## src/rtl/tdm_demux_pkg.sv

```systemverilog
// Shared types and defaults for the TDM demultiplexer.
// Optional misaligned-sync checking is enabled with TDM_DEMUX_SYNC_CHECK_EN.
package tdm_demux_pkg;

    typedef enum logic {
        HUNT = 1'b0,
        RUN  = 1'b1
    } state_t;

    localparam int CHANNELS_DEFAULT = 4;

endpackage

```

## src/rtl/tdm_demux_if.sv

```systemverilog
// Slot-stream input and parallel-output bundle for tdm_demux.
// master drives the serial slots; slave is the demultiplexer itself.
interface tdm_demux_if
    import tdm_demux_pkg::*;
#(
    parameter int CHANNELS = CHANNELS_DEFAULT
) ();
    localparam int SEL_W = $clog2(CHANNELS);

    logic                en;
    logic                sync;
    logic                din;
    logic [SEL_W-1:0]    sel_out;
    logic [CHANNELS-1:0] y;
    logic [CHANNELS-1:0] frame;
    logic                frame_valid;
    logic                locked;
    logic                sync_err;

    modport master (
        output en, sync, din,
        input  sel_out, y, frame, frame_valid, locked, sync_err
    );

    modport slave (
        input  en, sync, din,
        output sel_out, y, frame, frame_valid, locked, sync_err
    );
endinterface

```

## src/rtl/tdm_slot_ctr.sv

```systemverilog
// Slot index counter: clear loads 1 (slot 0 was just written), advance wraps
// modulo CHANNELS; last flags the final slot of the frame.
module tdm_slot_ctr #(
    parameter int CHANNELS = 4,
    parameter int SEL_W    = $clog2(CHANNELS)
) (
    input  logic             clk,
    input  logic             rst_n,
    input  logic             clear,
    input  logic             advance,
    output logic [SEL_W-1:0] sel,
    output logic             last
);
    logic [SEL_W-1:0] sel_q, sel_d;

    always_comb begin
        sel_d = sel_q;
        if (clear) begin
            sel_d = SEL_W'(1);
        end else if (advance) begin
            // CHANNELS is a power of two, so natural overflow is the wrap
            sel_d = sel_q + SEL_W'(1);
        end
    end

    always_ff @(posedge clk or negedge rst_n) begin
        if (!rst_n) begin
            sel_q <= '0;
        end else begin
            sel_q <= sel_d;
        end
    end

    assign sel  = sel_q;
    assign last = (sel_q == SEL_W'(CHANNELS - 1));
endmodule

```

## src/rtl/tdm_demux.sv

```systemverilog
// Time-division demultiplexer: routes serial slots to channels and strobes each
// completed frame. Define TDM_DEMUX_SYNC_CHECK_EN to resync on misaligned sync.
module tdm_demux
    import tdm_demux_pkg::*;
#(
    parameter int CHANNELS = CHANNELS_DEFAULT
) (
    input  logic         clk,
    input  logic         rst_n,
    tdm_demux_if.slave   bus
);
    localparam int SEL_W = $clog2(CHANNELS);

    state_t              state_q, state_d;
    logic [CHANNELS-1:0] y_q, y_d;
    logic [CHANNELS-1:0] shadow_q, shadow_d;
    logic [CHANNELS-1:0] frame_q, frame_d;
    logic                frame_valid_q, frame_valid_d;
    logic                sync_err_q, sync_err_d;
    logic                locked_q, locked_d;

    logic                ctr_clear;
    logic                ctr_advance;
    logic [SEL_W-1:0]    sel;
    logic                last_slot;
    logic                wr_en;
    logic [SEL_W-1:0]    wr_sel;
    logic [CHANNELS-1:0] slot_we;
    logic                misaligned;

    tdm_slot_ctr #(
        .CHANNELS (CHANNELS),
        .SEL_W    (SEL_W)
    ) u_slot_ctr (
        .clk     (clk),
        .rst_n   (rst_n),
        .clear   (ctr_clear),
        .advance (ctr_advance),
        .sel     (sel),
        .last    (last_slot)
    );

`ifdef TDM_DEMUX_SYNC_CHECK_EN
    assign misaligned = (state_q == RUN) && bus.en && bus.sync && (sel != '0);
`else
    assign misaligned = 1'b0;
`endif

    always_comb begin
        state_d       = state_q;
        ctr_clear     = 1'b0;
        ctr_advance   = 1'b0;
        wr_en         = 1'b0;
        wr_sel        = sel;
        frame_d       = frame_q;
        frame_valid_d = 1'b0;
        sync_err_d    = 1'b0;
        case (state_q)
            HUNT: begin
                if (bus.en && bus.sync) begin
                    state_d   = RUN;
                    wr_en     = 1'b1;
                    wr_sel    = '0;
                    ctr_clear = 1'b1;
                end
            end
            RUN: begin
                if (bus.en) begin
                    wr_en = 1'b1;
                    if (misaligned) begin
                        // Drop the partial frame and restart alignment on this slot
                        sync_err_d = 1'b1;
                        wr_sel     = '0;
                        ctr_clear  = 1'b1;
                    end else begin
                        ctr_advance = 1'b1;
                        if (last_slot) begin
                            frame_d       = {bus.din, shadow_q[CHANNELS-2:0]};
                            frame_valid_d = 1'b1;
                        end
                    end
                end
            end
            default: state_d = HUNT;
        endcase
    end

    assign locked_d = (state_d == RUN);

    for (genvar gi = 0; gi < CHANNELS; gi++) begin : g_slot
        assign slot_we[gi]  = wr_en && (wr_sel == SEL_W'(gi));
        assign y_d[gi]      = slot_we[gi] ? bus.din : y_q[gi];
        assign shadow_d[gi] = slot_we[gi] ? bus.din : shadow_q[gi];
    end

    always_ff @(posedge clk or negedge rst_n) begin
        if (!rst_n) begin
            state_q       <= HUNT;
            y_q           <= '0;
            shadow_q      <= '0;
            frame_q       <= '0;
            frame_valid_q <= 1'b0;
            sync_err_q    <= 1'b0;
            locked_q      <= 1'b0;
        end else begin
            state_q       <= state_d;
            y_q           <= y_d;
            shadow_q      <= shadow_d;
            frame_q       <= frame_d;
            frame_valid_q <= frame_valid_d;
            sync_err_q    <= sync_err_d;
            locked_q      <= locked_d;
        end
    end

    assign bus.sel_out     = sel;
    assign bus.y           = y_q;
    assign bus.frame       = frame_q;
    assign bus.frame_valid = frame_valid_q;
    assign bus.locked      = locked_q;
    assign bus.sync_err    = sync_err_q;
endmodule

```

## src/flat_wrapper.sv

```systemverilog
// flat-port wrapper written by rule: the top's interface ports become plain ports
module tdm_demux_flat import tdm_demux_pkg::*;
#(
    parameter int CHANNELS = CHANNELS_DEFAULT
)
  (clk, rst_n, bus_en, bus_sync, bus_din, bus_sel_out, bus_y, bus_frame, bus_frame_valid, bus_locked, bus_sync_err);
  tdm_demux_if #(.CHANNELS(CHANNELS)) bus_i ();
  input  logic clk;
  input  logic rst_n;
  input wire logic [$bits(bus_i.en)-1:0] bus_en;
  input wire logic [$bits(bus_i.sync)-1:0] bus_sync;
  input wire logic [$bits(bus_i.din)-1:0] bus_din;
  output wire logic [$bits(bus_i.sel_out)-1:0] bus_sel_out;
  output wire logic [$bits(bus_i.y)-1:0] bus_y;
  output wire logic [$bits(bus_i.frame)-1:0] bus_frame;
  output wire logic [$bits(bus_i.frame_valid)-1:0] bus_frame_valid;
  output wire logic [$bits(bus_i.locked)-1:0] bus_locked;
  output wire logic [$bits(bus_i.sync_err)-1:0] bus_sync_err;
  assign bus_i.en = bus_en;
  assign bus_i.sync = bus_sync;
  assign bus_i.din = bus_din;
  assign bus_sel_out = bus_i.sel_out;
  assign bus_y = bus_i.y;
  assign bus_frame = bus_i.frame;
  assign bus_frame_valid = bus_i.frame_valid;
  assign bus_locked = bus_i.locked;
  assign bus_sync_err = bus_i.sync_err;
  tdm_demux #(.CHANNELS(CHANNELS)) u_core (.clk(clk), .rst_n(rst_n), .bus(bus_i));
endmodule
```

## config.mk

```make
export PLATFORM = sky130hd
export DESIGN_NAME = tdm_demux_flat
export DESIGN_NICKNAME = d
export VERILOG_FILES = /design/src/rtl/tdm_demux_pkg.sv /design/src/rtl/tdm_demux_if.sv /design/src/rtl/tdm_slot_ctr.sv /design/src/rtl/tdm_demux.sv /design/src/flat_wrapper.sv
export SDC_FILE = /design/constraint.sdc
export NUM_CORES = 1
export LEC_CHECK = 0
export CORE_AREA = 5 5 42 44
export CTS_CLUSTER_DIAMETER = 60
export DETAILED_ROUTE_END_ITERATION = 6
export DIE_AREA = 0 0 47 49
export PLACE_DENSITY = 0.78
export SKIP_LAST_GASP = 1
export SLEW_MARGIN = 20
export SYNTH_ARGS = -nofsm -noshare
export SYNTH_HDL_FRONTEND = slang
export SYNTH_SLANG_ARGS = --single-unit
```

## constraint.sdc

```tcl
create_clock -name clk -period 1.6 [get_ports clk]
set_input_delay 0.32 -clock clk [delete_from_list [all_inputs] [get_ports clk]]
set_output_delay 0.32 -clock clk [all_outputs]
set_load 0.005 [all_outputs]
```

## Yosys cells after proc, flatten, opt, wreduce, memory -nomap -nowiden

Index checks and enable logic that the tools add are counted.

| operators by class | value |
|---|---|
| divide/modulo/power cells | 0 |
| multiply operators | 0 |
| add/subtract/negate cells | 1 |
| shift operators | 0 |
| reduce and logical (&&, ||, !) cells | 8 |
| magnitude comparators | 0 |
| equal/unequal tests | 4 |
| multiplexer cells | 13 |
| bitwise operators | 1 |

Operators by type and width:

| cell | count |
|---|---|
| 2-to-1 mux 1 bit | 7 |
| equality test 2 bit (second input constant) | 3 |
| 2-to-1 mux 2 bit | 3 |
| logical AND 1 bit | 5 |
| one-hot mux 1 bit (2 select lines) | 2 |
| one-hot mux 2 bit (2 select lines) | 1 |
| AND reduction 3 bit | 1 |
| adder 2 x 1 -> 2 bit (second input constant) | 1 |
| equality test 2 x 1 -> 1 bit (second input constant) | 1 |
| logical NOT 2 bit | 1 |
| nonzero test 2 bit | 1 |
| inverter 1 bit | 1 |

| storage, ports and cells | value |
|---|---|
| ROM bits | 0 |
| register bits after elaboration | 12 |
| bits in writable memories | 0 |
| memories | 0 |
| latch bits | 0 |
| input port bits | 5 |

## Logic depth before layout (Yosys ltp)

Gate-level depths: netlist of the first run.

| depth | value |
|---|---|
| depth after elaboration | 5 |
| gate-level depth with buffers | 3 |

## Modules after synthesis

Synthesis of the first run repeated with hierarchy kept, for this count alone.

| unflattened totals | value |
|---|---|
| cell total of the unflattened synthesis | 38 |
| area, all modules | 525.5 um2 |

By module, submodules not included:

| module | cells an instance | area each (um2) | instances | sequential area each (um2) |
|---|---|---|---|---|
| tdm_demux | 31 | 434.2 | 1 | 250.2 |
| tdm_slot_ctr | 7 | 91.3 | 1 | 50.0 |

## Least setup slack after synthesis of the first run

Ideal clock, no wire load.

| path | value |
|---|---|
| path type | reg-to-reg |
| from | register u_core.u_slot_ctr.sel_q[0], in the netlist u_core.u_slot_ctr.sel[0] |
| to | register u_core.frame_q[0], in the netlist u_core.bus.frame[0] |
| setup slack | 317 ps |
| path buffers | 0 |
| data arrival time | 1159 ps |
| library setup time | 125 ps |
| data required time | 1475 ps |
| stages on the path, launching flop included | 4 |
| path through | dfrtp_1 -> ha_1 -> nand3_1 -> mux2_2 |

| between the ends | value |
|---|---|
| cells in the longest elaborated chain, start to end | 2 |

Ends and longest elaborated chain:

| element | line | RTL |
|---|---|---|
| from (decl) | tdm_slot_ctr.sv:14 | `logic [SEL_W-1:0] sel_q, sel_d;` |
| from (signal assigned) | tdm_slot_ctr.sv:30 | `sel_q <= sel_d;` |
| equality test 2 bit | tdm_slot_ctr.sv:35 | `assign last = (sel_q == SEL_W'(CHANNELS - 1));` |
| AND reduction 3 bit (no line) | - |  |
| to (signal assigned) | tdm_demux.sv:109 | `frame_q <= frame_d;` |
| to (decl) | tdm_demux.sv:17 | `logic [CHANNELS-1:0] frame_q, frame_d;` |

Every way passes these cells.
A chain may end at the register's enable or synchronous reset.

## Final worst setup path of the first run

| path | value |
|---|---|
| from | register u_core.u_slot_ctr.sel_q[1], in the netlist u_core.u_slot_ctr.sel[1] |
| to | output bus_sel_out[1] |

RTL lines:

| element | line | RTL |
|---|---|---|
| to (decl) | flat_wrapper.sv:13 | `output wire logic [$bits(bus_i.sel_out)-1:0] bus_sel_out;` |

No word-level cell between the ends.

==> flow_summary.html, run 1 <==
<table>
<tr><th>Metric</th><th>Value</th></tr>
<tr><th colspan="2">Setup path</th></tr>
<tr><td>Max stage delay cell, worst path</td><td>sky130_fd_sc_hd__clkdlybuf4s50_1</td></tr>
<tr><td>Crit-path max FO</td><td>7</td></tr>
<tr><td>Largest stage delay, worst path</td><td>0.53 ns</td></tr>
<tr><td>CP Class</td><td>reg -&gt; out</td></tr>
<tr><td>Data arrival time of the critical path</td><td>1.23 ns</td></tr>
<tr><td>Flop2flop setup slack</td><td>about 0.26 ns</td></tr>
<tr><td>Critical path depth</td><td>1</td></tr>
<tr><td>Nature of the critical path endpoint</td><td>output pin</td></tr>
<tr><td>Depth of the worst register-to-register path</td><td>3</td></tr>
<tr><td>Cell breakdown of the critical path</td><td>clkdlybuf4s50_1</td></tr>
<tr><td>Kind of cell with the highest combined delay on the critical path</td><td>buffers and inverters</td></tr>
<tr><td>Crit path launch type</td><td>flop</td></tr>
<tr><td>Worst path bufs/invs</td><td>1</td></tr>
<tr><td>CP Data Required Time</td><td>roughly 1.3 ns</td></tr>
<tr><th colspan="2">Clocking</th></tr>
<tr><td>Number of buffers on the longest clock path</td><td>2</td></tr>
<tr><td>Worst-skew pair later-pin latency</td><td>0.26 ns</td></tr>
<tr><td>TritonCTS clock tree</td><td>done</td></tr>
<tr><td>Num CTS Buffers</td><td>3</td></tr>
<tr><td>Sinks on the clock net</td><td>12</td></tr>
<tr><td>Register clock-pin slew on the reported worst setup and hold paths</td><td>0.07 ns</td></tr>
<tr><td>Hold-fix buffer count after cts</td><td>0</td></tr>
<tr><td>CTS Root Buffer Type</td><td>sky130_fd_sc_hd__clkbuf_4</td></tr>
<tr><td>CTS HTree Levels</td><td>1</td></tr>
<tr><th colspan="2">Timing</th></tr>
<tr><td>Fraction of the cycle the final worst path needs</td><td>0.968</td></tr>
<tr><td>Final worst path period need</td><td>1.55 ns</td></tr>
<tr><td>Final setup violation count</td><td>0</td></tr>
<tr><td>Measured slew at the worst slew-check pin</td><td>0.533 ns</td></tr>
<tr><td>Worst rel slew slack</td><td>0.644</td></tr>
<tr><td>RSZ-0062 raised after global routing</td><td>false</td></tr>
<tr><td>Clock skew after layout</td><td>0.000890 ns</td></tr>
<tr><td>Worst hold slack</td><td>between 0.4 and 0.5 ns</td></tr>
<tr><td>Final Hold Fails</td><td>0</td></tr>
<tr><td>Maximum achievable frequency</td><td>0.646 GHz</td></tr>
<tr><td>Sum of negative setup slack</td><td>0 ns</td></tr>
<tr><td>Max-slew violation count</td><td>0</td></tr>
<tr><th colspan="2">GRT</th></tr>
<tr><td>Maximum number of pins on one net before global-route repair</td><td>13</td></tr>
<tr><td>Number of global-route vias before repair</td><td>360</td></tr>
<tr><td>Initial antenna violation count</td><td>0</td></tr>
<tr><td>Gr ovfl total</td><td>0</td></tr>
<tr><td>All-layer global routing usage</td><td>0.0970</td></tr>
<tr><td>First-pass GRT wire length</td><td>1590 µm</td></tr>
<tr><th colspan="2">Finish</th></tr>
<tr><td>Nets</td><td>65</td></tr>
<tr><td>Sequential cell area</td><td>304 µm²</td></tr>
<tr><td>Area added between synthesis and finish</td><td>43.2%</td></tr>
<tr><td>Antenna diode count</td><td>0</td></tr>
<tr><td>Area of combinational cells with multiple inputs</td><td>201 µm²</td></tr>
<tr><td>Filler Cells Inserted</td><td>132</td></tr>
<tr><td>Share of post-route cells with drive strength above 1</td><td>0.386</td></tr>
<tr><th colspan="2">Drt</th></tr>
<tr><td>Total wire length after detailed routing</td><td>~990 µm</td></tr>
<tr><td>Routed wire length per instance</td><td>13.6 µm</td></tr>
<tr><td>Number of DRC markers in iteration 0</td><td>1</td></tr>
<tr><td>Final routed DRC violation total</td><td>0</td></tr>
<tr><td>Total number of vias</td><td>358</td></tr>
<tr><td>Number of nets with antenna violations after detailed routing</td><td>0</td></tr>
<tr><td>Initial DRT Pass Iterations</td><td>2</td></tr>
<tr><td>Via density per instance</td><td>4.90</td></tr>
<tr><th colspan="2">Die</th></tr>
<tr><td>Placeable core area</td><td>0.00140 mm²</td></tr>
<tr><td>Starting density of the core</td><td>0.366</td></tr>
<tr><td>Placement row count</td><td>14</td></tr>
<tr><td>Full die area</td><td>0.00230 mm²</td></tr>
<tr><td>X dimension of the die</td><td>47 µm</td></tr>
<tr><td>Die span in y</td><td>between 40 and 50 µm</td></tr>
<tr><td>Number of I/O pins</td><td>18</td></tr>
<tr><th colspan="2">Power</th></tr>
<tr><td>Internal</td><td>0.865 mW</td></tr>
<tr><td>Sw Pwr</td><td>0.316 mW</td></tr>
<tr><td>Leakage power</td><td>0.312 nW</td></tr>
<tr><td>Ratio of total power to cell area</td><td>1610 mW/mm²</td></tr>
<tr><td>Clock Power Share</td><td>0.151</td></tr>
<tr><td>Combinational share of power</td><td>0.406</td></tr>
<tr><td>Switching part of the total</td><td>0.268</td></tr>
<tr><td>Part of the power in registers</td><td>0.444</td></tr>
<tr><td>Maximum vdd drop</td><td>between 0.0008 and 0.0009 V</td></tr>
<tr><th colspan="2">Yosys</th></tr>
<tr><td>Flop and latch count out of synthesis</td><td>12</td></tr>
<tr><td>Mapped Area</td><td>513 µm²</td></tr>
<tr><td>Top cell type's share of synthesized area</td><td>0.585</td></tr>
<tr><td>Library cells used by synthesis</td><td>16</td></tr>
<tr><td>Part of the Yosys area used for sequential elements</td><td>0.585</td></tr>
<tr><td>Gate Count Post-Synth</td><td>36</td></tr>
<tr><td>Leading cell type by number of instances after synthesis</td><td>sky130_fd_sc_hd__dfrtp_1</td></tr>
<tr><td>Nets in the synthesized netlist</td><td>42</td></tr>
<tr><td>Post-Synthesis Mean Instance Area</td><td>14.2 µm²</td></tr>
<tr><td>Post-synth top cells</td><td>sky130_fd_sc_hd__dfrtp_1, sky130_fd_sc_hd__mux2_2, sky130_fd_sc_hd__nor3b_2, sky130_fd_sc_hd__o21ai_0</td></tr>
<tr><td>Biggest area contributors in the synthesized netlist</td><td>sky130_fd_sc_hd__dfrtp_1, sky130_fd_sc_hd__mux2_2, sky130_fd_sc_hd__nor3b_2</td></tr>
<tr><td>Synth warnings</td><td>0</td></tr>
<tr><td>Dominant synthesized flop cell</td><td>sky130_fd_sc_hd__dfrtp_1</td></tr>
<tr><td>Share of synthesized flip-flops with an asynchronous set or reset</td><td>1.00</td></tr>
<tr><td>Biggest area consumer among synthesized cells</td><td>sky130_fd_sc_hd__dfrtp_1</td></tr>
<tr><td>Count of flip-flops with a built-in enable after synthesis</td><td>0</td></tr>
<tr><th colspan="2">Placement</th></tr>
<tr><td>DP HPWL</td><td>724 µm</td></tr>
<tr><td>Last weighted congestion value of the routability-driven placer</td><td>0.663</td></tr>
<tr><td>Count of input and output buffers</td><td>16</td></tr>
<tr><th colspan="2">Run status</th></tr>
<tr><td>Run status</td><td>finished, final reports clean</td></tr>
<tr><th colspan="2">Job</th></tr>
<tr><td>Number of max-cap violations</td><td>0</td></tr>
<tr><th colspan="2">Hold path</th></tr>
<tr><td>Worst min path class</td><td>in -&gt; async</td></tr>
</table>
## final timing paths
check / start / endpoint
setup / recovery: u_core.u_slot_ctr.sel[1] / bus_sel_out[1]
hold / removal: rst_n / u_core.bus.frame[3]
setup reg to reg: u_core.u_slot_ctr.sel[1] / u_core.bus.frame[1]
hold reg to reg: u_core.bus.frame[3] / u_core.bus.frame[3]
max in group asynchronous: rst_n / u_core.u_slot_ctr.sel[0]
min in group clk: u_core.bus.frame[3] / u_core.bus.frame[3]
## per-stage QoR
stage | utilization | setup WS [ns] | instances | total power, mW | area, µm²
2_1_floorplan | - | 0.317 | 36 | 0.694 | 513
3_3_place_gp | 0.495 | -0.0741 | 68 | 0.988 | 693
3_5_place_dp | 0.495 | -0.0667 | 68 | 0.996 | 693
4_1_cts | 0.513 | 0.0414 | 71 | 1.18 | 719
5_1_grt | 0.524 | 0.0160 | 73 | 1.27 | 734
6_report | 0.524 | 0.0513 | 73 | 1.18 | 734
## cells in the final DEF, fill, tap and decap left out, drive strengths merged
cell and n:
nand2 2, o21ai 2, conb 1, nand4 1, dfrtp 12, nand3 1
a32o 1, clkbuf 3, o31ai 1, buf 3, inv 1, ha 1
a21o 1, nor3b 2, nand3b 1, mux2 8, clkdlybuf4s50 16
## cell families after synthesis
logic type / after synthesis / synth area share
other: 1 / 0.00731
AOI/OAI and AO/OA: 5 / 0.0805
adders and majority gates: 1 / 0.0244
muxes: 8 / 0.176
and+or+nand+nor: 7 / 0.105
DFF: 12 / 0.585
buffers and inverters: 2 / 0.0219
## sequential cells by signal, indices dropped and copies added, names as in the netlist
register / flops
u_core.bus.frame: 4
u_core.shadow_q: 3
u_core.u_slot_ctr.sel: 2
u_core.bus.frame_valid: 1
u_core.bus.y: 1
u_core.state_q: 1
## cell type report
class                           instances  share of cell area
Sequential cell                        12               0.414
Multi-Input combinational cell         22               0.274
Clock buffer                            3              0.0307
Timing Repair Buffer                   19               0.249
Inverter                                1             0.00511
Tap cell                               16              0.0273
## routing by layer
| layer | vias to the layer above | share of wire | GRT usage |
|---|---|---|---|
| li1 | 172 | - | - |
| met1 | 168 | 0.46 | 0.140 |
| met2 | 16 | 0.42 | 0.120 |
| met3 | 2 | 0.099 | 0.0480 |
| met4 | 0 | 0.011 | 0.0415 |
| met5 | - | 0 | 0 |
## power groups by stage
stage	sequential (mW)	clock, mW	combinational, mW
floorplan	0.529	0	0.165
global placement	0.525	0	0.463
detailed placement	0.528	0	0.468
CTS	0.529	0.183	0.471
global route	0.545	0.200	0.522
finish	0.524	0.178	0.479
## what timing repair did
item	in CTS	in global routing
gates cloned	0	0
resized for setup	3	0
buffers inserted	0	2
setup endpoints to repair	3	1
Note: power is estimated with default switching activity, not from simulation.
==> inputs of run 2 (changes only) <==
--- a/config.mk
+++ b/config.mk
@@ -5,10 +5,10 @@
 export SDC_FILE = /design/constraint.sdc
 export NUM_CORES = 1
 export LEC_CHECK = 0
-export CORE_AREA = 5 5 42 44
+export CORE_AREA = 2 2 39 41
 export CTS_CLUSTER_DIAMETER = 60
 export DETAILED_ROUTE_END_ITERATION = 6
-export DIE_AREA = 0 0 47 49
+export DIE_AREA = 0 0 41 43
 export PLACE_DENSITY = 0.78
 export SKIP_LAST_GASP = 1
 export SLEW_MARGIN = 20
==> run 2 against run 1 <==
Final area up 6.8%. Global-route usage up 3.1 points. Via count rose by 7.5%. Largest cell class unchanged. Largest power group is now combinational cells.
==> flow_summary.html, run 2 (same netlist as run 1, synthesis figures left out) <==
<table>
<tr><th>Metric</th><th>Value</th></tr>
<tr><th colspan="2">Drt</th></tr>
<tr><td>Initial DRT Pass Iterations</td><td>3 (+1)</td></tr>
<tr><td>Number of nets with antenna violations after detailed routing</td><td>0 (unchanged)</td></tr>
<tr><td>Final routed DRC violation total</td><td>0 (unchanged)</td></tr>
<tr><td>Via density per instance</td><td>4.87 (-0.63%)</td></tr>
<tr><td>Routed wire length per instance</td><td>13.0 µm (-4.2%)</td></tr>
<tr><td>Number of DRC markers in iteration 0</td><td>7 (+6)</td></tr>
<tr><td>Total wire length after detailed routing</td><td>1030 µm (+3.6%)</td></tr>
<tr><td>Total number of vias</td><td>385 (+7.5%)</td></tr>
<tr><th colspan="2">Setup path</th></tr>
<tr><td>Data arrival time of the critical path</td><td>1.21 ns (-0.02 ns)</td></tr>
<tr><td>Depth of the worst register-to-register path</td><td>3 (unchanged)</td></tr>
<tr><td>Largest stage delay, worst path</td><td>0.51 ns (-0.02 ns)</td></tr>
<tr><td>CP Class</td><td>reg -&gt; out</td></tr>
<tr><td>Crit path launch type</td><td>flop</td></tr>
<tr><td>Kind of cell with the highest combined delay on the critical path</td><td>buffers and inverters</td></tr>
<tr><td>Critical path depth</td><td>1 (unchanged)</td></tr>
<tr><td>Cell breakdown of the critical path</td><td>clkdlybuf4s50_1</td></tr>
<tr><td>Crit-path max FO</td><td>6 (-1)</td></tr>
<tr><td>Nature of the critical path endpoint</td><td>output pin</td></tr>
<tr><td>Max stage delay cell, worst path</td><td>sky130_fd_sc_hd__clkdlybuf4s50_1</td></tr>
<tr><td>Flop2flop setup slack</td><td>0.27 ns (about the same)</td></tr>
<tr><td>CP Data Required Time</td><td>1.28 ns (about the same)</td></tr>
<tr><td>Worst path bufs/invs</td><td>1 (unchanged)</td></tr>
<tr><th colspan="2">Job</th></tr>
<tr><td>Number of max-cap violations</td><td>0 (unchanged)</td></tr>
<tr><th colspan="2">Clocking</th></tr>
<tr><td>Sinks on the clock net</td><td>12 (unchanged)</td></tr>
<tr><td>TritonCTS clock tree</td><td>done</td></tr>
<tr><td>CTS Root Buffer Type</td><td>sky130_fd_sc_hd__clkbuf_4</td></tr>
<tr><td>Worst-skew pair later-pin latency</td><td>0.28 ns (+0.02 ns)</td></tr>
<tr><td>Hold-fix buffer count after cts</td><td>0 (unchanged)</td></tr>
<tr><td>Number of buffers on the longest clock path</td><td>2 (unchanged)</td></tr>
<tr><td>Num CTS Buffers</td><td>3 (unchanged)</td></tr>
<tr><td>Register clock-pin slew on the reported worst setup and hold paths</td><td>0.09 ns (+0.02 ns)</td></tr>
<tr><td>CTS HTree Levels</td><td>1 (unchanged)</td></tr>
<tr><th colspan="2">GRT</th></tr>
<tr><td>All-layer global routing usage</td><td>0.128 (+0.0311)</td></tr>
<tr><td>First-pass GRT wire length</td><td>1480 µm (-6.9%)</td></tr>
<tr><td>Initial antenna violation count</td><td>0 (unchanged)</td></tr>
<tr><td>Number of global-route vias before repair</td><td>338 (-6.1%)</td></tr>
<tr><td>Gr ovfl total</td><td>0 (unchanged)</td></tr>
<tr><td>Maximum number of pins on one net before global-route repair</td><td>13 (unchanged)</td></tr>
<tr><th colspan="2">Placement</th></tr>
<tr><td>Post-placement cell count</td><td>70 (+2.9%)</td></tr>
<tr><td>Count of input and output buffers</td><td>16 (unchanged)</td></tr>
<tr><td>Last weighted congestion value of the routability-driven placer</td><td>0.634 (-4.3%)</td></tr>
<tr><th colspan="2">Hold path</th></tr>
<tr><td>Worst min path class</td><td>in -&gt; async</td></tr>
<tr><th colspan="2">Timing</th></tr>
<tr><td>Maximum achievable frequency</td><td>0.656 GHz (+1.5%)</td></tr>
<tr><td>RSZ-0062 raised after global routing</td><td>false</td></tr>
<tr><td>Clock skew after layout</td><td>0.00964 ns (+0.00875 ns)</td></tr>
<tr><td>Fraction of the cycle the final worst path needs</td><td>0.953 (-0.0145)</td></tr>
<tr><td>Measured slew at the worst slew-check pin</td><td>0.530 ns (-0.00305 ns)</td></tr>
<tr><td>Final setup violation count</td><td>0 (unchanged)</td></tr>
<tr><td>Final worst path period need</td><td>1.53 ns (-0.0232 ns)</td></tr>
<tr><td>Worst hold slack</td><td>0.378 ns (-0.0266 ns)</td></tr>
<tr><td>Worst rel slew slack</td><td>0.646 (+0.00204)</td></tr>
<tr><td>Sum of negative setup slack</td><td>0 ns (unchanged)</td></tr>
<tr><td>Final Hold Fails</td><td>0 (unchanged)</td></tr>
<tr><td>Max-slew violation count</td><td>0 (unchanged)</td></tr>
<tr><th colspan="2">Finish</th></tr>
<tr><td>Non-filler cells, final</td><td>79 (+8.2%)</td></tr>
<tr><td>Share of post-route cells with drive strength above 1</td><td>0.429 (+0.0426)</td></tr>
<tr><td>Commonest cells after routing, fill and taps aside</td><td>sky130_fd_sc_hd__clkdlybuf4s50_1, sky130_fd_sc_hd__dfrtp_1, sky130_fd_sc_hd__mux2_2, sky130_fd_sc_hd__buf_4, sky130_fd_sc_hd__clkbuf_4</td></tr>
<tr><td>Nets</td><td>70 (+7.7%)</td></tr>
<tr><td>Most common cell after layout, fill and taps aside</td><td>sky130_fd_sc_hd__clkdlybuf4s50_1</td></tr>
<tr><td>Area added between synthesis and finish</td><td>52.9%</td></tr>
<tr><td>Flip-flop count of the largest register after layout</td><td>4 (unchanged)</td></tr>
<tr><td>Antenna diode count</td><td>0 (unchanged)</td></tr>
<tr><th colspan="2">Die</th></tr>
<tr><td>Starting density of the core</td><td>0.371 (+0.00463)</td></tr>
<tr><td>Placeable core area</td><td>0.00138 mm² (-1.2%)</td></tr>
<tr><td>Full die area</td><td>0.00176 mm² (-23%)</td></tr>
<tr><td>Die span in y</td><td>43 µm (-12%)</td></tr>
<tr><td>Number of I/O pins</td><td>18 (unchanged)</td></tr>
<tr><td>X dimension of the die</td><td>41 µm (-13%)</td></tr>
<tr><td>Placement row count</td><td>14 (unchanged)</td></tr>
<tr><th colspan="2">Power</th></tr>
<tr><td>Ratio of total power to cell area</td><td>1630 mW/mm² (+1.7%)</td></tr>
<tr><td>Leakage power</td><td>0.342 nW (+9.8%)</td></tr>
<tr><td>Maximum vdd drop</td><td>0.000800 V (-3.2%)</td></tr>
<tr><th colspan="2">Run status</th></tr>
<tr><td>Run status</td><td>finished, final reports clean</td></tr>
</table>
## run 2: where the power goes
part / switching, mW / internal, mW / total (mW)
logic: 0.148 / 0.373 / 0.522
clock network: 0.111 / 0.139 / 0.250
registers: 0.0812 / 0.430 / 0.511
total: 0.341 / 0.942 / 1.28
## run 2: routing by layer
layer	share of wire	global-route usage	vias up
met5	0	0	-
met4	0.026	0.100	0
met3	0.039	0.0157	3
met2	0.49	0.172	12
met1	0.44	0.179	186
li1	-	-	184
## run 2: repair_timing
item	CTS	global route
cloned	0	0
endpoints found under the setup margin	2	2
gates resized for setup	2	0
buffers inserted	0	5
## run 2: metrics by stage
step                      power (mW)  instance area (µm²)  setup WS (ns)   util
final                           1.28                  785         0.0745  0.567
after global routing            1.35                  785         0.0478  0.567
after CTS                       1.25                  747         0.0342  0.540
after detailed placement        1.00                  708        -0.0256  0.512
after global placement         0.993                  708        0.00294  0.512
after floorplan                0.694                  513          0.317      -
## run 2: layout make-up
type	instances	area, µm²
well taps	16	20.0
fillers	129	599
inverters	1	3.75
clock buffers	4	36.3
flip-flops and latches	12	303
multi-input cells	22	201
repair buffers	24	220
## run 2: final timing paths
check,startpoint,end
worst max-delay path,u_core.u_slot_ctr.sel[1],bus_sel_out[1]
worst min-delay path,rst_n,u_core.u_slot_ctr.sel[0]
worst max register to register,u_core.u_slot_ctr.sel[1],u_core.bus.frame[0]
worst min register to register,u_core.bus.frame[2],u_core.bus.frame[2]
max in group asynchronous,rst_n,u_core.u_slot_ctr.sel[1]
min in group clk,u_core.bus.frame[2],u_core.bus.frame[2]
==> inputs of run 3 (changes only) <==
--- a/config.mk
+++ b/config.mk
@@ -5,11 +5,12 @@
 export SDC_FILE = /design/constraint.sdc
 export NUM_CORES = 1
 export LEC_CHECK = 0
-export CORE_AREA = 2 2 39 41
+export CELL_PAD_IN_SITES_DETAIL_PLACEMENT = 0
+export CELL_PAD_IN_SITES_GLOBAL_PLACEMENT = 2
+export CORE_UTILIZATION = 27
 export CTS_CLUSTER_DIAMETER = 60
 export DETAILED_ROUTE_END_ITERATION = 6
-export DIE_AREA = 0 0 41 43
-export PLACE_DENSITY = 0.78
+export PLACE_DENSITY = 0.82
 export SKIP_LAST_GASP = 1
 export SLEW_MARGIN = 20
 export SYNTH_ARGS = -nofsm -noshare
==> run 3 against run 2 <==
Clock-buffer cell count stayed put. Cell count rose by 6.3%. First-iteration DRC count fell by 43%. Wire length shrank 11%. Highest routed layer unchanged. Sequential share of layout area increased by 0.95 points. Sequential power increased by 2%. Combinational power is 9.0% lower. Core utilization is 13 points lower. Global-route usage is 1.9 points lower.
==> flow_summary.html, run 3 (same netlist as run 1, synthesis figures left out) <==
<table>
<tr><th>Metric</th><th>Value</th></tr>
<tr><th colspan="2">Clocking</th></tr>
<tr><td>Worst-skew pair later-pin latency</td><td>0.27 ns (about the same)</td></tr>
<tr><td>Number of buffers on the longest clock path</td><td>2 (unchanged)</td></tr>
<tr><td>CTS HTree Levels</td><td>1 (unchanged)</td></tr>
<tr><td>Number of buffers inserted to repair setup after CTS</td><td>0 (unchanged)</td></tr>
<tr><td>TritonCTS clock tree</td><td>done</td></tr>
<tr><td>CTS Root Buffer Type</td><td>sky130_fd_sc_hd__clkbuf_4</td></tr>
<tr><td>Sinks on the clock net</td><td>12 (unchanged)</td></tr>
<tr><td>Num CTS Buffers</td><td>3 (unchanged)</td></tr>
<tr><td>Register clock-pin slew on the reported worst setup and hold paths</td><td>0.07 ns (-0.02 ns)</td></tr>
<tr><th colspan="2">Setup path</th></tr>
<tr><td>Cell breakdown of the critical path</td><td>clkdlybuf4s50_1</td></tr>
<tr><td>CP Class</td><td>reg -&gt; out</td></tr>
<tr><td>First element of the critical path</td><td>u_core.u_slot_ctr.sel[1]</td></tr>
<tr><td>Worst r2r src</td><td>u_core.u_slot_ctr.sel[0]</td></tr>
<tr><td>Largest stage delay, worst path</td><td>0.52 ns (about the same)</td></tr>
<tr><td>Endpoint of the lowest-slack register-to-register path</td><td>u_core.shadow_q[0]</td></tr>
<tr><td>Flop2flop setup slack</td><td>0.27 ns (about the same)</td></tr>
<tr><td>Data arrival time of the critical path</td><td>1.22 ns (about the same)</td></tr>
<tr><td>Nature of the critical path endpoint</td><td>output pin</td></tr>
<tr><td>Crit path launch type</td><td>flop</td></tr>
<tr><td>Max stage delay cell, worst path</td><td>sky130_fd_sc_hd__clkdlybuf4s50_1</td></tr>
<tr><td>Kind of cell with the highest combined delay on the critical path</td><td>buffers and inverters</td></tr>
<tr><td>Worst path bufs/invs</td><td>1 (unchanged)</td></tr>
<tr><td>Critical path depth</td><td>1 (unchanged)</td></tr>
<tr><td>Last element of the critical path</td><td>bus_sel_out[1]</td></tr>
<tr><td>CP Data Required Time</td><td>1.28 ns (about the same)</td></tr>
<tr><td>Depth of the worst register-to-register path</td><td>3 (unchanged)</td></tr>
<tr><td>Crit-path max FO</td><td>7 (+1)</td></tr>
<tr><th colspan="2">Die</th></tr>
<tr><td>Full die area</td><td>0.00208 mm² (+18%)</td></tr>
<tr><td>Number of I/O pins</td><td>18 (unchanged)</td></tr>
<tr><td>Starting density of the core</td><td>0.294 (-0.0768)</td></tr>
<tr><td>X dimension of the die</td><td>45.6 µm (+11%)</td></tr>
<tr><td>Placeable core area</td><td>0.00175 mm² (+26%)</td></tr>
<tr><td>Placement row count</td><td>15 (+1)</td></tr>
<tr><td>Die span in y</td><td>45.6 µm (+6.0%)</td></tr>
<tr><th colspan="2">Drt</th></tr>
<tr><td>Number of DRC markers in iteration 0</td><td>4 (-3)</td></tr>
<tr><td>Final routed DRC violation total</td><td>0 (unchanged)</td></tr>
<tr><td>Via density per instance</td><td>4.32 (-11%)</td></tr>
<tr><td>Total wire length after detailed routing</td><td>910 µm (-11%)</td></tr>
<tr><td>Initial DRT Pass Iterations</td><td>4 (+1)</td></tr>
<tr><td>Number of nets with antenna violations after detailed routing</td><td>0 (unchanged)</td></tr>
<tr><td>Routed wire length per instance</td><td>10.8 µm (-17%)</td></tr>
<tr><td>Total number of vias</td><td>363 (-5.7%)</td></tr>
<tr><th colspan="2">Finish</th></tr>
<tr><td>Sequential cell area</td><td>303 µm² (unchanged)</td></tr>
<tr><td>Commonest cells after routing, fill and taps aside</td><td>sky130_fd_sc_hd__clkdlybuf4s50_1, sky130_fd_sc_hd__dfrtp_1, sky130_fd_sc_hd__mux2_2</td></tr>
<tr><td>Most common cell after layout, fill and taps aside</td><td>sky130_fd_sc_hd__clkdlybuf4s50_1</td></tr>
<tr><td>Filler Cells Inserted</td><td>163 (+26%)</td></tr>
<tr><td>Area of combinational cells with multiple inputs</td><td>201 µm² (unchanged)</td></tr>
<tr><td>Nets</td><td>66 (-5.7%)</td></tr>
<tr><td>Final std cell area, no fill</td><td>766 µm² (-2.4%)</td></tr>
<tr><td>Area added between synthesis and finish</td><td>49.3%</td></tr>
<tr><td>Flip-flop count of the largest register after layout</td><td>4 (unchanged)</td></tr>
<tr><td>Antenna diode count</td><td>0 (unchanged)</td></tr>
<tr><td>Share of post-route cells with drive strength above 1</td><td>0.390 (-0.0387)</td></tr>
<tr><th colspan="2">Timing</th></tr>
<tr><td>Final worst path period need</td><td>1.54 ns (+0.0156 ns)</td></tr>
<tr><td>RSZ-0062 raised after global routing</td><td>false</td></tr>
<tr><td>Maximum achievable frequency</td><td>0.649 GHz (-1.0%)</td></tr>
<tr><td>Max-slew violation count</td><td>0 (unchanged)</td></tr>
<tr><td>Clock skew after layout</td><td>0.00331 ns (-0.00633 ns)</td></tr>
<tr><td>Fraction of the cycle the final worst path needs</td><td>0.963 (+0.00974)</td></tr>
<tr><td>Measured slew at the worst slew-check pin</td><td>0.520 ns (-0.0100 ns)</td></tr>
<tr><td>Final setup violation count</td><td>0 (unchanged)</td></tr>
<tr><td>Final Hold Fails</td><td>0 (unchanged)</td></tr>
<tr><td>Worst rel slew slack</td><td>0.652 (+0.00670)</td></tr>
<tr><td>Worst hold slack</td><td>0.387 ns (+0.00905 ns)</td></tr>
<tr><td>Sum of negative setup slack</td><td>0 ns (unchanged)</td></tr>
<tr><th colspan="2">Placement</th></tr>
<tr><td>DP HPWL</td><td>718 µm</td></tr>
<tr><td>Count of input and output buffers</td><td>16 (unchanged)</td></tr>
<tr><td>Placed cell areas</td><td>727 µm² (+2.7%)</td></tr>
<tr><td>Last weighted congestion value of the routability-driven placer</td><td>0.778 (+23%)</td></tr>
<tr><th colspan="2">GRT</th></tr>
<tr><td>Maximum number of pins on one net before global-route repair</td><td>13 (unchanged)</td></tr>
<tr><td>First-pass GRT wire length</td><td>1490 µm (+0.47%)</td></tr>
<tr><td>Number of global-route vias before repair</td><td>357 (+5.6%)</td></tr>
<tr><td>Gr ovfl total</td><td>0 (unchanged)</td></tr>
<tr><td>All-layer global routing usage</td><td>0.109 (-0.0192)</td></tr>
<tr><td>Initial antenna violation count</td><td>0 (unchanged)</td></tr>
<tr><th colspan="2">Power</th></tr>
<tr><td>Sw Pwr</td><td>0.314 mW (-7.8%)</td></tr>
<tr><td>Combinational share of power</td><td>0.386 (-0.021)</td></tr>
<tr><td>Ratio of total power to cell area</td><td>1610 mW/mm² (-1.7%)</td></tr>
<tr><td>Part of the power in registers</td><td>0.423 (+0.025)</td></tr>
<tr><td>Internal</td><td>0.916 mW (-2.7%)</td></tr>
<tr><td>Leakage power</td><td>0.324 nW (-5.3%)</td></tr>
<tr><td>Maximum vdd drop</td><td>0.000682 V (-15%)</td></tr>
<tr><td>Clock Power Share</td><td>0.191 (-0.004)</td></tr>
<tr><td>Switching part of the total</td><td>0.255 (-0.0103)</td></tr>
<tr><th colspan="2">Job</th></tr>
<tr><td>Number of max-cap violations</td><td>0 (unchanged)</td></tr>
<tr><th colspan="2">Hold path</th></tr>
<tr><td>Worst min path class</td><td>in -&gt; async</td></tr>
<tr><th colspan="2">Run status</th></tr>
<tr><td>Run status</td><td>finished, final reports clean</td></tr>
</table>
==> run 3: routing by layer <==
| layer | track usage | share of wire | up-vias | wire [µm] |
|---|---|---|---|---|
| met3 | 0.0476 | 0.059 | 5 | 54 |
| met2 | 0.163 | 0.47 | 14 | 428 |
| met4 | 0.0727 | 0.025 | 0 | 23 |
| met5 | 0 | 0 | - | 0 |
| li1 | - | - | 174 | - |
| met1 | 0.125 | 0.44 | 170 | 403 |
==> run 3: cell type report <==
type	count	area share
sequential	12	0.395
timing repair buffer	20	0.248
tap	25	0.0408
clock buffer	4	0.0474
multi-input combinational	22	0.263
inverter	1	0.00490
==> run 3: worst min path at each step <==
| stage | slack [ns] | depth (start not counted) | start | end |
|---|---|---|---|---|
| after floorplan | 0.02 | 0 | rst_n | u_core.bus.frame[0] |
| after global placement | 0.50 | 1 | u_core.bus.frame[0] | u_core.bus.frame[0] |
| after global routing | 0.44 | 1 | rst_n | u_core.bus.frame[1] |
| after detailed placement | 0.49 | 1 | u_core.bus.frame[0] | u_core.bus.frame[0] |
| final | 0.39 | 1 | rst_n | u_core.u_slot_ctr.sel[0] |
| after CTS | 0.41 | 1 | rst_n | u_core.u_slot_ctr.sel[0] |
==> run 3: power groups by stage <==
| stage | Combinational [mW] | Sequential, mW | Clock [mW] |
|---|---|---|---|
| CTS | 0.483 | 0.524 | 0.247 |
| global placement | 0.476 | 0.526 | 0 |
| global route | 0.519 | 0.542 | 0.258 |
| floorplan | 0.165 | 0.529 | 0 |
| detailed placement | 0.482 | 0.527 | 0 |
| finish | 0.475 | 0.520 | 0.235 |
==> run 3: stage by stage <==
| stage | power [mW] | worst slack [ns] | cells | util |
|---|---|---|---|---|
| floorplan | 0.694 | 0.317 | 36 | - |
| global placement | 1.00 | -0.00320 | 80 | 0.416 |
| detailed placement | 1.01 | -0.0231 | 80 | 0.416 |
| CTS | 1.25 | 0.0388 | 84 | 0.439 |
| global route | 1.32 | 0.00696 | 84 | 0.439 |
| finish | 1.23 | 0.0589 | 84 | 0.439 |
==> run 3: what timing repair did <==
item / 4_1_cts / 5_1_grt
hold buffers: 0 / 0
resized for setup: 2 / 0
setup endpoints to repair: 2 / 0
==> patch: new RTL, flow settings as in run 2 <==
Change the package constant `CHANNELS_DEFAULT` from 4 to 2.
--- a/src/rtl/tdm_demux_pkg.sv
+++ b/src/rtl/tdm_demux_pkg.sv
@@ -9,3 +9,3 @@
 
-    localparam int CHANNELS_DEFAULT = 4;
+    localparam int CHANNELS_DEFAULT = 2;
 
Ports: changed (resized bus_frame, bus_sel_out and bus_y); port bits go from 18 to 13. No check against the original RTL was run, so the function may have changed too.
==> patch against run 2 <==
- total power decreased by 56%
- area after synthesis decreased by 43%
- synthesized cell count decreased by 28%
- worst hold slack got worse by 47 ps
- cell area is 44% lower
- routed wire length fell by 50%
- setup slack better by 22 ps
- sequential cell count down 5
- largest power group is now registers
==> patch: results (changes against run 2) <==
route:
  drt_iter0_drc: 4  # -3
  wl_per_cell_um: 9.16  # -29%
  drt-met1-wl_um: 235  # -48%
  dr.pass1.iters: 2  # -1
  highest_layer: "met3"
  dr_total_vias: 227  # -41%
  dr_wl_met2_um: 231  # -54%
  wl_met3_um: 46  # +15%
placed_design:
  port_buffers: 11  # -5
  place_congestion: 0.704  # +11%
grt:
  grt_max_degree: 9  # -4
  grt_pass1_wl_um: 903  # -39%
  grt_usage: 0.0807  # -0.0473
  grtUsageMet2: 0.0875  # -0.0844
  grt_pass1_vias: 211  # -38%
clock_tree:
  clock_latency_ps: 240  # -40 ps
  path_clk_slew_ps: 50  # -40 ps
sta:
  finalCritPeriodShare: 0.940  # -0.0136
  skew_ps: 1.42  # -8.21 ps
  whs_ps: 331  # -46.9 ps
critical_path:
  slowest_delay_ps: 530  # +20 ps
  r2r_slack_ps: 400  # +130 ps
  path_max_fanout: 8  # +2
run_status:
  status: "finished, final reports clean"
yosys:
  yosysSeqAreaShare: 0.598  # +0.0129
  synth_common_cells: "7 x dfrtp_1, 6 x nand2_1, 2 x and2b_1, 2 x o21ai_0"
  syn-num-nets: 31  # -26%
  yosysUniqueCellTypes: 13  # -3
layout:
  largest_reg_flops: 2  # -2
  drive_above_1_share: 0.200  # -0.229
  fin_nets: 46  # -34%
power_and_ir_drop:
  leakage_uw: 0.000206  # -40%
[patch: cell count changes in the layout (fill, tap and decap cells not counted), moves of 2 or more]
cell             change
and2b_1              +2
buf_4                -8
clkdlybuf4s50_1      -5
dfrtp_1              -4
mux2_2               -7
nand2_1              +5
nor3b_2              -2
[patch: power by group]
| group | total, uW | switching, uW | leakage (uW) | internal, uW |
|---|---|---|---|---|
| registers | 245 | 25.3 | 0.0000818 | 220 |
| logic | 158 | 46.9 | 0.000109 | 111 |
| clock network | 155 | 60.6 | 0.0000150 | 94.9 |
| total | 559 | 133 | 0.000206 | 426 |
[patch: per-stage QoR]
stage,cells,util,instance area [um2]
after floorplan,26,-,293
after detailed placement,52,0.300,415
after global placement,52,0.300,415
final,56,0.320,443
after CTS,56,0.319,442
after global routing,56,0.320,443
[patch: area by class of cell]
type                    count  area, um2
clock buffers               4       26.3
fillers                   150        941
inverters                   1       3.75
multi-input cells          17        106
flip-flops and latches      7        176
well taps                  16       20.0
repair buffers             11        110
[patch: cells by family after synthesis]
family | after synthesis | synth area share
simple gates | 10 | 0.167
other cells | 1 | 0.0128
mux | 2 | 0.0897
compound gates | 4 | 0.0940
buf+inv | 2 | 0.0385
flops | 7 | 0.598
[patch: worst paths after layout]
| kind | start | end |
|---|---|---|
| min in group clk | u_core.bus.y[1] | u_core.bus.y[1] |
| hold reg to reg | u_core.bus.y[1] | u_core.bus.y[1] |
| setup / recovery | u_core.state_q | bus_locked |
| setup reg to reg | u_core.state_q | u_core.shadow_q[0] |
| hold / removal | rst_n | u_core.bus.frame[1] |
| max in group asynchronous | rst_n | u_core.state_q |
[patch: repair_timing]
item                       CTS  global route
hold endpoints to repair     0             0
buffers inserted             0             0
setup endpoints to repair    0             1
resized for setup            0             1
